<file path="config.mk">
export PLATFORM = sky130hd
export DESIGN_NAME = intadd_issue
export DESIGN_NICKNAME = d
export VERILOG_FILES = /design/src/rtl/smc_intadd_pkg.sv /design/src/rtl/intadd_issue_rdseq.sv /design/src/rtl/intadd_issue.sv
export SDC_FILE = /design/constraint.sdc
export NUM_CORES = 1
export LEC_CHECK = 0
export BUFFER_PORTS_ARGS = -buffer_cell sky130_fd_sc_hd__buf_2
export CAP_MARGIN = 10
export CORE_AREA = 4 4 474 476
export DETAILED_ROUTE_END_ITERATION = 10
export DIE_AREA = 0 0 478 480
export HOLD_SLACK_MARGIN = 0.05
export SYNTH_ARGS = -nofsm -noshare
export SYNTH_HDL_FRONTEND = slang
export SYNTH_SLANG_ARGS = --single-unit
</file>
<file path="constraint.sdc">
create_clock -name clk -period 2.1 [get_ports clk]
set_clock_uncertainty 0.15 [all_clocks]
set_input_delay 0 -clock clk [delete_from_list [all_inputs] [get_ports clk]]
set_output_delay 0 -clock clk [all_outputs]
set_load 0.05 [all_outputs]
</file>
<file path="src/rtl/smc_intadd_pkg.sv">
// Shared types and constants for the intadd issue sequencer and its
// operand-read helper.
package smc_intadd_pkg;

  localparam int DATA_W    = 128;
  // Index fields are stored at a fixed width so the struct does not depend on ADDR_W.
  localparam int CMD_IDX_W = 8;

  localparam logic [1:0] PREC_8  = 2'b00;
  localparam logic [1:0] PREC_32 = 2'b11;

  typedef enum logic [2:0] {
    ST_IDLE = 3'd0,
    ST_RD   = 3'd1,
    ST_EXEC = 3'd2,
    ST_STAT = 3'd3,
    ST_WB0  = 3'd4,
    ST_WB1  = 3'd5,
    ST_RESP = 3'd6
  } state_e;

  typedef struct packed {
    logic [1:0]           prec;
    logic [2:0]           sign;
    logic [CMD_IDX_W-1:0] s0;
    logic [CMD_IDX_W-1:0] s1;
    logic [CMD_IDX_W-1:0] s2;
    logic [CMD_IDX_W-1:0] d0;
    logic [CMD_IDX_W-1:0] d1;
  } cmd_t;

  function automatic logic prec_is_legal(input logic [1:0] prec);
    return (prec == PREC_8) || (prec == PREC_32);
  endfunction

endpackage

</file>
<file path="src/rtl/intadd_issue_rdseq.sv">
// Pipelined operand reader: one register-file read per cycle, data latched
// into the operand registers one cycle later.
module intadd_issue_rdseq
  import smc_intadd_pkg::*;
#(
  parameter int ADDR_W = 5
) (
  input  logic              clk,
  input  logic              rst_n,
  input  logic              i_start,
  input  logic              i_active,
  input  logic              i_mode8,
  input  logic [ADDR_W-1:0] i_s0_idx,
  input  logic [ADDR_W-1:0] i_s1_idx,
  input  logic [ADDR_W-1:0] i_s2_idx,
  input  logic [DATA_W-1:0] i_rd_data,
  output logic              o_rd_en,
  output logic [ADDR_W-1:0] o_rd_addr,
  output logic [DATA_W-1:0] o_src0,
  output logic [DATA_W-1:0] o_src1,
  output logic [DATA_W-1:0] o_src2,
  output logic              o_done
);

  logic [1:0]        r_cnt;
  logic              r_lat_vld;
  logic [1:0]        r_lat_sel;
  logic [DATA_W-1:0] r_src0;
  logic [DATA_W-1:0] r_src1;
  logic [DATA_W-1:0] r_src2;
  logic [1:0]        w_nrd;

  assign w_nrd   = i_mode8 ? 2'd3 : 2'd2;
  assign o_rd_en = i_active && (r_cnt < w_nrd);
  // The extra cycle after the last read only waits for its data to land.
  assign o_done  = i_active && (r_cnt == w_nrd);

  always_comb begin
    o_rd_addr = '0;
    if (o_rd_en) begin
      case (r_cnt)
        2'd0:    o_rd_addr = i_s0_idx;
        2'd1:    o_rd_addr = i_s1_idx;
        default: o_rd_addr = i_s2_idx;
      endcase
    end
  end

  always_ff @(posedge clk or negedge rst_n) begin
    if (!rst_n) begin
      r_cnt     <= '0;
      r_lat_vld <= 1'b0;
      r_lat_sel <= '0;
      r_src0    <= '0;
      r_src1    <= '0;
      r_src2    <= '0;
    end else begin
      r_lat_vld <= o_rd_en;
      r_lat_sel <= r_cnt;
      if (i_start) begin
        r_cnt  <= '0;
        r_src0 <= '0;
        r_src1 <= '0;
        r_src2 <= '0;
      end else if (i_active) begin
        r_cnt <= o_done ? 2'd0 : r_cnt + 2'd1;
      end
      if (r_lat_vld) begin
        case (r_lat_sel)
          2'd0:    r_src0 <= i_rd_data;
          2'd1:    r_src1 <= i_rd_data;
          default: r_src2 <= i_rd_data;
        endcase
      end
    end
  end

  assign o_src0 = r_src0;
  assign o_src1 = r_src1;
  assign o_src2 = r_src2;

endmodule

</file>
<file path="src/rtl/intadd_issue.sv">
// Command sequencer for intadd: reads operands, issues the add, captures
// dst/status, writes results back and returns the status word.
module intadd_issue
  import smc_intadd_pkg::*;
#(
  parameter int ADDR_W  = 5,
  parameter int DST_LAT = 0
) (
  input  logic              clk,
  input  logic              rst_n,
  input  logic              cmd_valid,
  output logic              cmd_ready,
  input  logic [1:0]        cmd_prec,
  input  logic [2:0]        cmd_sign,
  input  logic [ADDR_W-1:0] cmd_s0_idx,
  input  logic [ADDR_W-1:0] cmd_s1_idx,
  input  logic [ADDR_W-1:0] cmd_s2_idx,
  input  logic [ADDR_W-1:0] cmd_d0_idx,
  input  logic [ADDR_W-1:0] cmd_d1_idx,
  output logic              rf_rd_en,
  output logic [ADDR_W-1:0] rf_rd_addr,
  input  logic [DATA_W-1:0] rf_rd_data,
  output logic              rf_wr_en,
  output logic [ADDR_W-1:0] rf_wr_addr,
  output logic [DATA_W-1:0] rf_wr_data,
  output logic [DATA_W-1:0] src_reg0,
  output logic [DATA_W-1:0] src_reg1,
  output logic [DATA_W-1:0] src_reg2,
  output logic [1:0]        precision_s0,
  output logic [1:0]        precision_s1,
  output logic [1:0]        precision_s2,
  output logic              sign_s0,
  output logic              sign_s1,
  output logic              sign_s2,
  output logic              inst_valid,
  input  logic [DATA_W-1:0] dst_reg0,
  input  logic [DATA_W-1:0] dst_reg1,
  input  logic [DATA_W-1:0] st,
  output logic              rsp_valid,
  input  logic              rsp_ready,
  output logic [DATA_W-1:0] rsp_st,
  output logic              rsp_err
);

  state_e            r_state;
  state_e            w_next;
  cmd_t              r_cmd;
  logic              r_cmd_ready;
  logic              r_err;
  logic [7:0]        r_exec_cnt;
  logic [DATA_W-1:0] r_dst0;
  logic [DATA_W-1:0] r_dst1;
  logic [DATA_W-1:0] r_st;

  logic w_accept;
  logic w_mode8;
  logic w_rd_done;
  logic w_exec_last;
  logic w_issue_ok;

  assign w_accept    = cmd_valid && r_cmd_ready && (r_state == ST_IDLE);
  assign w_mode8     = (r_cmd.prec == PREC_8);
  assign w_exec_last = (r_state == ST_EXEC) && (r_exec_cnt == 8'(DST_LAT));
  assign w_issue_ok  = !r_err;

  intadd_issue_rdseq #(
    .ADDR_W (ADDR_W)
  ) u_rdseq (
    .clk       (clk),
    .rst_n     (rst_n),
    .i_start   (w_accept && prec_is_legal(cmd_prec)),
    .i_active  (r_state == ST_RD),
    .i_mode8   (w_mode8),
    .i_s0_idx  (ADDR_W'(r_cmd.s0)),
    .i_s1_idx  (ADDR_W'(r_cmd.s1)),
    .i_s2_idx  (ADDR_W'(r_cmd.s2)),
    .i_rd_data (rf_rd_data),
    .o_rd_en   (rf_rd_en),
    .o_rd_addr (rf_rd_addr),
    .o_src0    (src_reg0),
    .o_src1    (src_reg1),
    .o_src2    (src_reg2),
    .o_done    (w_rd_done)
  );

  always_comb begin
    w_next = r_state;
    case (r_state)
      ST_IDLE: if (w_accept) w_next = prec_is_legal(cmd_prec) ? ST_RD : ST_RESP;
      ST_RD:   if (w_rd_done) w_next = ST_EXEC;
      ST_EXEC: if (w_exec_last) w_next = ST_STAT;
      ST_STAT: w_next = ST_WB0;
      ST_WB0:  w_next = w_mode8 ? ST_WB1 : ST_RESP;
      ST_WB1:  w_next = ST_RESP;
      ST_RESP: if (rsp_ready) w_next = ST_IDLE;
      default: w_next = ST_IDLE;
    endcase
  end

  always_ff @(posedge clk or negedge rst_n) begin
    if (!rst_n) begin
      r_state     <= ST_IDLE;
      r_cmd_ready <= 1'b0;
      r_cmd       <= '0;
      r_err       <= 1'b0;
      r_exec_cnt  <= '0;
      r_dst0      <= '0;
      r_dst1      <= '0;
      r_st        <= '0;
    end else begin
      r_state     <= w_next;
      // Registered so that it stays low through reset and rises one cycle after release.
      r_cmd_ready <= (w_next == ST_IDLE);
      if (w_accept) begin
        r_cmd <= '{prec: cmd_prec, sign: cmd_sign,
                   s0: CMD_IDX_W'(cmd_s0_idx), s1: CMD_IDX_W'(cmd_s1_idx),
                   s2: CMD_IDX_W'(cmd_s2_idx), d0: CMD_IDX_W'(cmd_d0_idx),
                   d1: CMD_IDX_W'(cmd_d1_idx)};
        r_err <= !prec_is_legal(cmd_prec);
        r_st  <= '0;
      end
      if (r_state == ST_EXEC) begin
        r_exec_cnt <= w_exec_last ? 8'd0 : r_exec_cnt + 8'd1;
      end
      if (w_exec_last) begin
        r_dst0 <= dst_reg0;
        r_dst1 <= dst_reg1;
      end
      // intadd registers st, so it is only valid during the cycle after EXEC.
      if (r_state == ST_STAT) begin
        r_st <= st;
      end
    end
  end

  assign cmd_ready    = r_cmd_ready;
  assign inst_valid   = (r_state == ST_EXEC) || (r_state == ST_STAT);
  assign precision_s0 = w_issue_ok ? r_cmd.prec : 2'b00;
  assign precision_s1 = w_issue_ok ? r_cmd.prec : 2'b00;
  assign precision_s2 = (w_issue_ok && w_mode8) ? r_cmd.prec : 2'b00;
  assign sign_s0      = w_issue_ok && r_cmd.sign[0];
  assign sign_s1      = w_issue_ok && r_cmd.sign[1];
  assign sign_s2      = w_issue_ok && r_cmd.sign[2];

  always_comb begin
    rf_wr_en   = 1'b0;
    rf_wr_addr = '0;
    rf_wr_data = '0;
    if (r_state == ST_WB0) begin
      rf_wr_en   = 1'b1;
      rf_wr_addr = ADDR_W'(r_cmd.d0);
      rf_wr_data = r_dst0;
    end else if (r_state == ST_WB1) begin
      rf_wr_en   = 1'b1;
      rf_wr_addr = ADDR_W'(r_cmd.d1);
      rf_wr_data = r_dst1;
    end
  end

  assign rsp_valid = (r_state == ST_RESP);
  assign rsp_st    = r_st;
  assign rsp_err   = r_err;

endmodule

</file>
==> impl_metrics.env, run 1 <==
export IMPL_core_rowCount=173
export IMPL_syn_area_per_cell_sq_um=10.8
export IMPL_critPathMaxFanout=16
export IMPL_clock_sinks=816
export IMPL_cts_clk_slew_worst_paths_ps=70
export IMPL_synth_cells=2900
export IMPL_ys_seq_area_frac=0.650
export IMPL_ant_nets=0
export IMPL_clockRootBuffer="clkbuf_16"
export IMPL_ys_seq_elements=816
export IMPL_grt_pass1_wl_um=267000
export IMPL_maxSlewHeadroom=0.355
export IMPL_dp_cells=7057
export IMPL_cts_max_path_buffers=3
export IMPL_setup_viol=705
export IMPL_muxShareOfSynthArea=0.000319
export IMPL_die_h_um=480
export IMPL_synth_main_ff_cell="dfrtp_1"
export IMPL_power_mw=92.2
export IMPL_wirelength_um=196000
export IMPL_portBuffers=1208
export IMPL_cts_buffers=92
export IMPL_area_growth_synth_to_final_pct=88.0
export IMPL_ir_drop_mv=0.758
export IMPL_final_common_cell="nand2_1"
export IMPL_grt_total_usage=0.160
export IMPL_io_pin_count=1211
export IMPL_yosysWarningCount=0
export IMPL_required_ps=1950
export IMPL_fin_ws_ps=-543
export IMPL_p_per_area_mw_per_mm2=1560
export IMPL_tritoncts="yes"
export IMPL_crit_type="register to output pin"
export IMPL_antenna_found_initial=83
export IMPL_fin_crit_sh=1.26
export IMPL_overflow=0
export IMPL_start_util=0.142
export IMPL_drt_iter0_markers=2783
export IMPL_wire_per_inst_um=23.5
export IMPL_drive_gt1_frac=0.310
export IMPL_fmax_mhz=378
export IMPL_syn_area_sq_mm=0.0314
export IMPL_avgViaCountPerCell=4.19
export IMPL_synth_cell_type_count=38
export IMPL_drt_pass1_iter_count=6
export IMPL_min_path_type="input pin to register"
export IMPL_startpoint="r_state[1]$_DFF_PN0_"
export IMPL_grt_max_degree=129
export IMPL_min_period_ps=2640
export IMPL_layout_common_cells="nand2_1 (1,124), dlygate4sd3_1 (1,086), buf_2 (1,068), dfrtp_1 (816), a22o_1 (466)"
export IMPL_cellLeakagePower_nw=29.9
export IMPL_synth_enable_flop_cells=0
export IMPL_drc=0
export IMPL_num_vias=35000
export IMPL_routabilityCongestion=0.913
export IMPL_crit_arrival_ps=2490
export IMPL_rsz0062_at_grt="true"
export IMPL_crit_reg2reg_launch="r_state[0]$_DFF_PN0_"
export IMPL_synth_xor_area_frac=0.00223
export IMPL_hpwl_um=139000
export IMPL_hold_violations=0
export IMPL_critPathCaptureType="output pin"
export IMPL_core_sq_mm=0.221
export IMPL_die_x_um=478
export IMPL_hold_start="cmd_s1_idx[2]"
export IMPL_drv_cap=0
export IMPL_violations="setup timing"
export IMPL_cp_start_kind="register"
export IMPL_finalNetCount=5837
export IMPL_outcome="complete, but fails checks"
export IMPL_synth_compound_area_share=0.149
export IMPL_yosys_area_share_simple=0.164
export IMPL_synth_fa_ha_area_frac=0.00199
export IMPL_fin_cells=8361
export IMPL_worst_pin_slew_ps=967
export IMPL_htree_levels=3
export IMPL_clk_insertion_delay_late_ps=710
export IMPL_grt_pass1_vias=35600
export IMPL_die_area_sq_mm=0.229
export IMPL_synth_top_family_by_area="simple AND/OR/NAND/NOR gates"
export IMPL_slew_violations=0
export IMPL_synthArstFlopShare=1.00
## synth_stat cells (all sizes together) (6+ instances only)
library cell | count | area, sq um
nand3 | 131 | 656
a21oi | 7 | 35.0
nand2 | 1125 | 4220
a22oi | 6 | 45.0
a22o | 517 | 4530
inv | 7 | 26.3
nor2b | 6 | 37.5
clkbuf | 97 | 364
buf | 128 | 634
nor2 | 13 | 48.8
dfrtp | 816 | 20400
## report_power, final
group | switching, mW | internal [mW] | total, mW
combinational | 32.9 | 14.4 | 47.3
sequential | 4.71 | 22.7 | 27.4
clock | 7.30 | 10.2 | 17.5
total | 45.0 | 47.3 | 92.2
## area by class of cell
cell class / instances / area [sq um]
antenna: 31 / 77.6
clock buffer: 127 / 2670
clock inverter: 36 / 581
fill: 22400 / 162000
inverter: 7 / 28.8
multi-input combinational: 1853 / 10600
sequential: 816 / 20400
tap: 2975 / 3720
timing repair buffer: 2516 / 21000
## sequential cells by signal, indices dropped and copies added, names as in the netlist
name,flops
u_rdseq.r_cnt,2
r_state,3
cmd_ready,1
rsp_st,128
r_cmd,30
u_rdseq.r_lat_vld,1
r_dst0,128
rsp_err,1
u_rdseq.o_src2,128
u_rdseq.o_src0,128
r_dst1,128
u_rdseq.o_src1,128
r_exec_cnt,8
u_rdseq.r_lat_sel,2
## cells by family (layout without fill, tap and decap cells)
| kind of cell | count (synthesis) | after routing |
|---|---|---|
| and+or+nand+nor | 1298 | 1298 |
| DFF | 816 | 816 |
| AOI/OAI and AO/OA | 539 | 539 |
| buffers and inverters | 232 | 2686 |
| xor gates and xnor gates | 8 | 8 |
| adders and majority gates | 5 | 5 |
| other | 1 | 33 |
| muxes | 1 | 1 |
## stage by stage
step / instance area [sq um] / setup slack [ps] / util / setup TNS [ps] / hold WS [ps]
after detailed placement: 43100 / -86.6 / 0.195 / -5530 / -212
after global placement: 43100 / -80.4 / 0.195 / -2880 / -215
final: 59000 / -543 / 0.267 / -105580 / 72.0
after CTS: 57900 / -678 / 0.262 / -147600 / 52.1
after global routing: 59000 / -647 / 0.267 / -152480 / 68.6
after floorplan: 31400 / -52.7 / - / -263 / -446
## layer usage
| layer | GRT usage | wire length, um |
|---|---|---|
| met3 | 0.0579 | 21800 |
| met2 | 0.246 | 85500 |
| met4 | 0.0983 | 13800 |
| met1 | 0.190 | 74800 |
| met5 | 0 | 359 |
## worst paths after layout
check | to | slack [ps] | cells after the start
setup reg to reg | r_dst0[84]$_DFFE_PN0N_ | -200 | 9
max in group asynchronous | u_rdseq.o_src1[68]$_DFF_PN0_ | 550 | 5
hold reg to reg | u_rdseq.r_lat_sel[0]$_DFF_PN0_ | 250 | 0
min in group asynchronous | u_rdseq.o_src0[23]$_DFF_PN0_ | 320 | 4
hold / removal | r_cmd[26]$_DFFE_PN0N_ | 70 | 4
setup / recovery | rf_wr_data[1] | -540 | 7
## critical path, stage by stage, from the launching register on
cell and delay [ps]:
dfrtp_1 420, buf_6 150, nand2b_4 140, nor2_4 120, buf_12 230, buf_4 240
a22o_1 200, buf_6 170
## repair_timing
item | in CTS | in global routing
gates resized for setup | 173 | 150
cloned | 1 | 11
pin swaps | 3 | 10
setup buffers | 2 | 9
setup endpoints to repair | 400 | 848
endpoints found under the hold margin | 1621 | 0
hold buffers | 1087 | 0
(Power assumes the default switching activity.)
==> inputs of run 2 (changes only) <==
BUFFER_PORTS_ARGS = not set   (was -buffer_cell sky130_fd_sc_hd__buf_2)
CORE_AREA = 4 4 469 471   (was 4 4 474 476)
DIE_AREA = 0 0 473 475   (was 0 0 478 480)
DONT_BUFFER_PORTS = 1   (was not set)
==> run 2 against run 1 <==
  * The run ends with hold timing, setup timing left
  * Core utilization fell by 0.98 points
  * Worst hold slack got worse by 170 ps
  * Die area fell by 2.1%
  * Fmax fell by 1.2%
  * Sequential share of layout area rose by 2.1 points
  * Flip-flop and latch count did not move
  * Final cell count fell by 13%
  * Critical endpoint is now rf_wr_data[81]
  * Largest cell class is now registers
==> impl_metrics.env, run 2 (synthesized netlist as in run 1, its figures left out) <==
export IMPL_die_x_um=473
export IMPL_crit_buf_inv=5
export IMPL_core_rowCount=171
export IMPL_drive_gt1_frac=0.171
export IMPL_drc=0
export IMPL_place_area_sq_mm=0.0394
export IMPL_routabilityCongestion=0.904
export IMPL_crit_top_cell="buf_12"
export IMPL_fin_crit_sh=1.27
export IMPL_outcome="complete, but fails checks"
export IMPL_cp_depth=8
export IMPL_multi_input_area_sq_mm=0.0111
export IMPL_io_pin_count=1211
export IMPL_drv_cap=0
export IMPL_num_vias=31400
export IMPL_required_ps=1950
export IMPL_min_path_type="input pin to async pin"
export IMPL_portBuffers=0
export IMPL_wirelength_um=195000
export IMPL_clock_sinks=816
export IMPL_crit_family="buffers and inverters"
export IMPL_fmax_mhz=374
export IMPL_antenna_found_initial=76
export IMPL_overflow=0
export IMPL_top_layer="met5"
export IMPL_rsz0062_at_grt="true"
export IMPL_fin_ws_ps=-575
export IMPL_preCtsSetupSlack_ps=-990
export IMPL_design_area_sq_mm=0.0556
export IMPL_slew_violations=0
export IMPL_cts_hold_buf=1060
export IMPL_grt_pass1_vias=32100
export IMPL_tritoncts="yes"
export IMPL_start_util=0.145
export IMPL_critPathCaptureType="output pin"
export IMPL_violations="hold timing, setup timing"
export IMPL_setup_tns_ps=-191170
export IMPL_critPathMaxFanout=8
export IMPL_drt_iter0_markers=2652
export IMPL_grt_pass1_wl_um=259000
export IMPL_rr_worst_depth=9
export IMPL_die_h_um=475
export IMPL_final_common_cell="nand2_1"
export IMPL_hold_violations=47
export IMPL_setup_viol=913
export IMPL_core_sq_mm=0.216
export IMPL_clk_insertion_delay_late_ps=710
export IMPL_dr_wl_met3_um=22900
export IMPL_maxSlewHeadroom=0.246
export IMPL_crit_arrival_ps=2530
export IMPL_ir_drop_mv=0.741
export IMPL_cts_max_path_buffers=3
export IMPL_crit_type="register to output pin"
export IMPL_htree_levels=3
export IMPL_slowest_stage="dfrtp_1"
export IMPL_met1_length_um=71300
export IMPL_worst_pin_slew_ps=1130
export IMPL_cts_buffers=91
export IMPL_clockRootBuffer="clkbuf_16"
export IMPL_area_growth_synth_to_final_pct=77.1
export IMPL_hpwl_um=134000
export IMPL_min_period_ps=2680
export IMPL_grt_max_degree=218
export IMPL_seq_area_sq_mm=0.0204
export IMPL_die_area_sq_mm=0.225
export IMPL_fin_util=0.257
export IMPL_cellLeakagePower_nw=26.2
export IMPL_avgViaCountPerCell=4.32
export IMPL_grt_total_usage=0.161
export IMPL_finalNetCount=4851
export IMPL_layout_common_cells="nand2_1 (1,122), dlygate4sd3_1 (1,060), dfrtp_1 (816), a22o_1 (417), buf_4 (194)"
export IMPL_route_met2_wl_um=87800
export IMPL_cp_start_kind="register"
export IMPL_p_per_area_mw_per_mm2=1650
export IMPL_cts_clk_slew_worst_paths_ps=60
export IMPL_wire_per_inst_um=26.9
export IMPL_hold_slack_ps=-97.7
export IMPL_crit_chain="buf_6 -> nand2b_4 -> nor2_4 -> buf_12 -> buf_16 -> buf_8 -> a22o_1 -> buf_12"
export IMPL_n_fill_cell=21900
export IMPL_drt_pass1_iter_count=6
export IMPL_ant_nets=0
export IMPL_critPathMaxStageDelay_ps=410
-- run 2: routing by layer --
metal | vias up | GRT usage
met2 | 2315 | 0.252
met5 | - | 0
met1 | 15700 | 0.185
li1 | 12800 | -
met4 | 58 | 0.0881
met3 | 590 | 0.0678
-- run 2: layout make-up --
class                      instances  area share
multi-input combinational       1856       0.199
timing repair buffer            1528       0.311
inverter                           7    0.000563
tap                             2854      0.0642
clock inverter                    25     0.00684
clock buffer                     136      0.0484
antenna                           42     0.00189
sequential                       816       0.367
-- run 2: path summary, 6_finish.rpt --
path | slack (ps) | startpoint | endpoint
setup / recovery | -580 | r_state[1]$_DFF_PN0_ | rf_wr_data[81]
setup reg to reg | -300 | r_state[0]$_DFF_PN0_ | u_rdseq.o_src1[69]$_DFF_PN0_
hold reg to reg | 320 | r_dst0[4]$_DFFE_PN0N_ | r_dst0[4]$_DFFE_PN0N_
min in group clk | 110 | rf_rd_data[57] | u_rdseq.o_src1[57]$_DFF_PN0_
hold / removal | -100 | rst_n | u_rdseq.o_src0[99]$_DFF_PN0_
max in group asynchronous | -30 | rst_n | u_rdseq.o_src1[102]$_DFF_PN0_
-- run 2: through the flow --
step	total power, mW	hold WS, ps	cells
2_1_floorplan	54.1	-446	2901
3_5_place_dp	68.0	-38.3	5930
6_report	91.5	-97.7	7264
3_3_place_gp	67.1	-421	5926
4_1_cts	89.4	-121	7193
5_1_grt	94.8	-113	7259
-- run 2: worst reg2reg max path, cell delays in order, from the launching register on --
cell and delay [ps]:
dfrtp_1 410, buf_6 130, buf_6 110, buf_6 100, or3_4 380, nor3_4 170
buf_12 190, nor2_4 160, buf_12 260, a22o_1 230
-- run 2: what timing repair did --
action,CTS,global route
pin swaps,29,66
gates cloned,12,14
setup endpoints to repair,777,1131
gates resized for setup,165,86
buffers inserted,30,24
hold endpoints to repair,1404,233
-- run 2: power by group --
group	internal (mW)	switching, mW	total (mW)	leakage [nW]
clock network	9.63	7.01	16.6	1.50
registers	22.4	18.9	41.3	10.5
logic	14.4	19.2	33.6	14.2
total	46.5	45.1	91.5	26.2
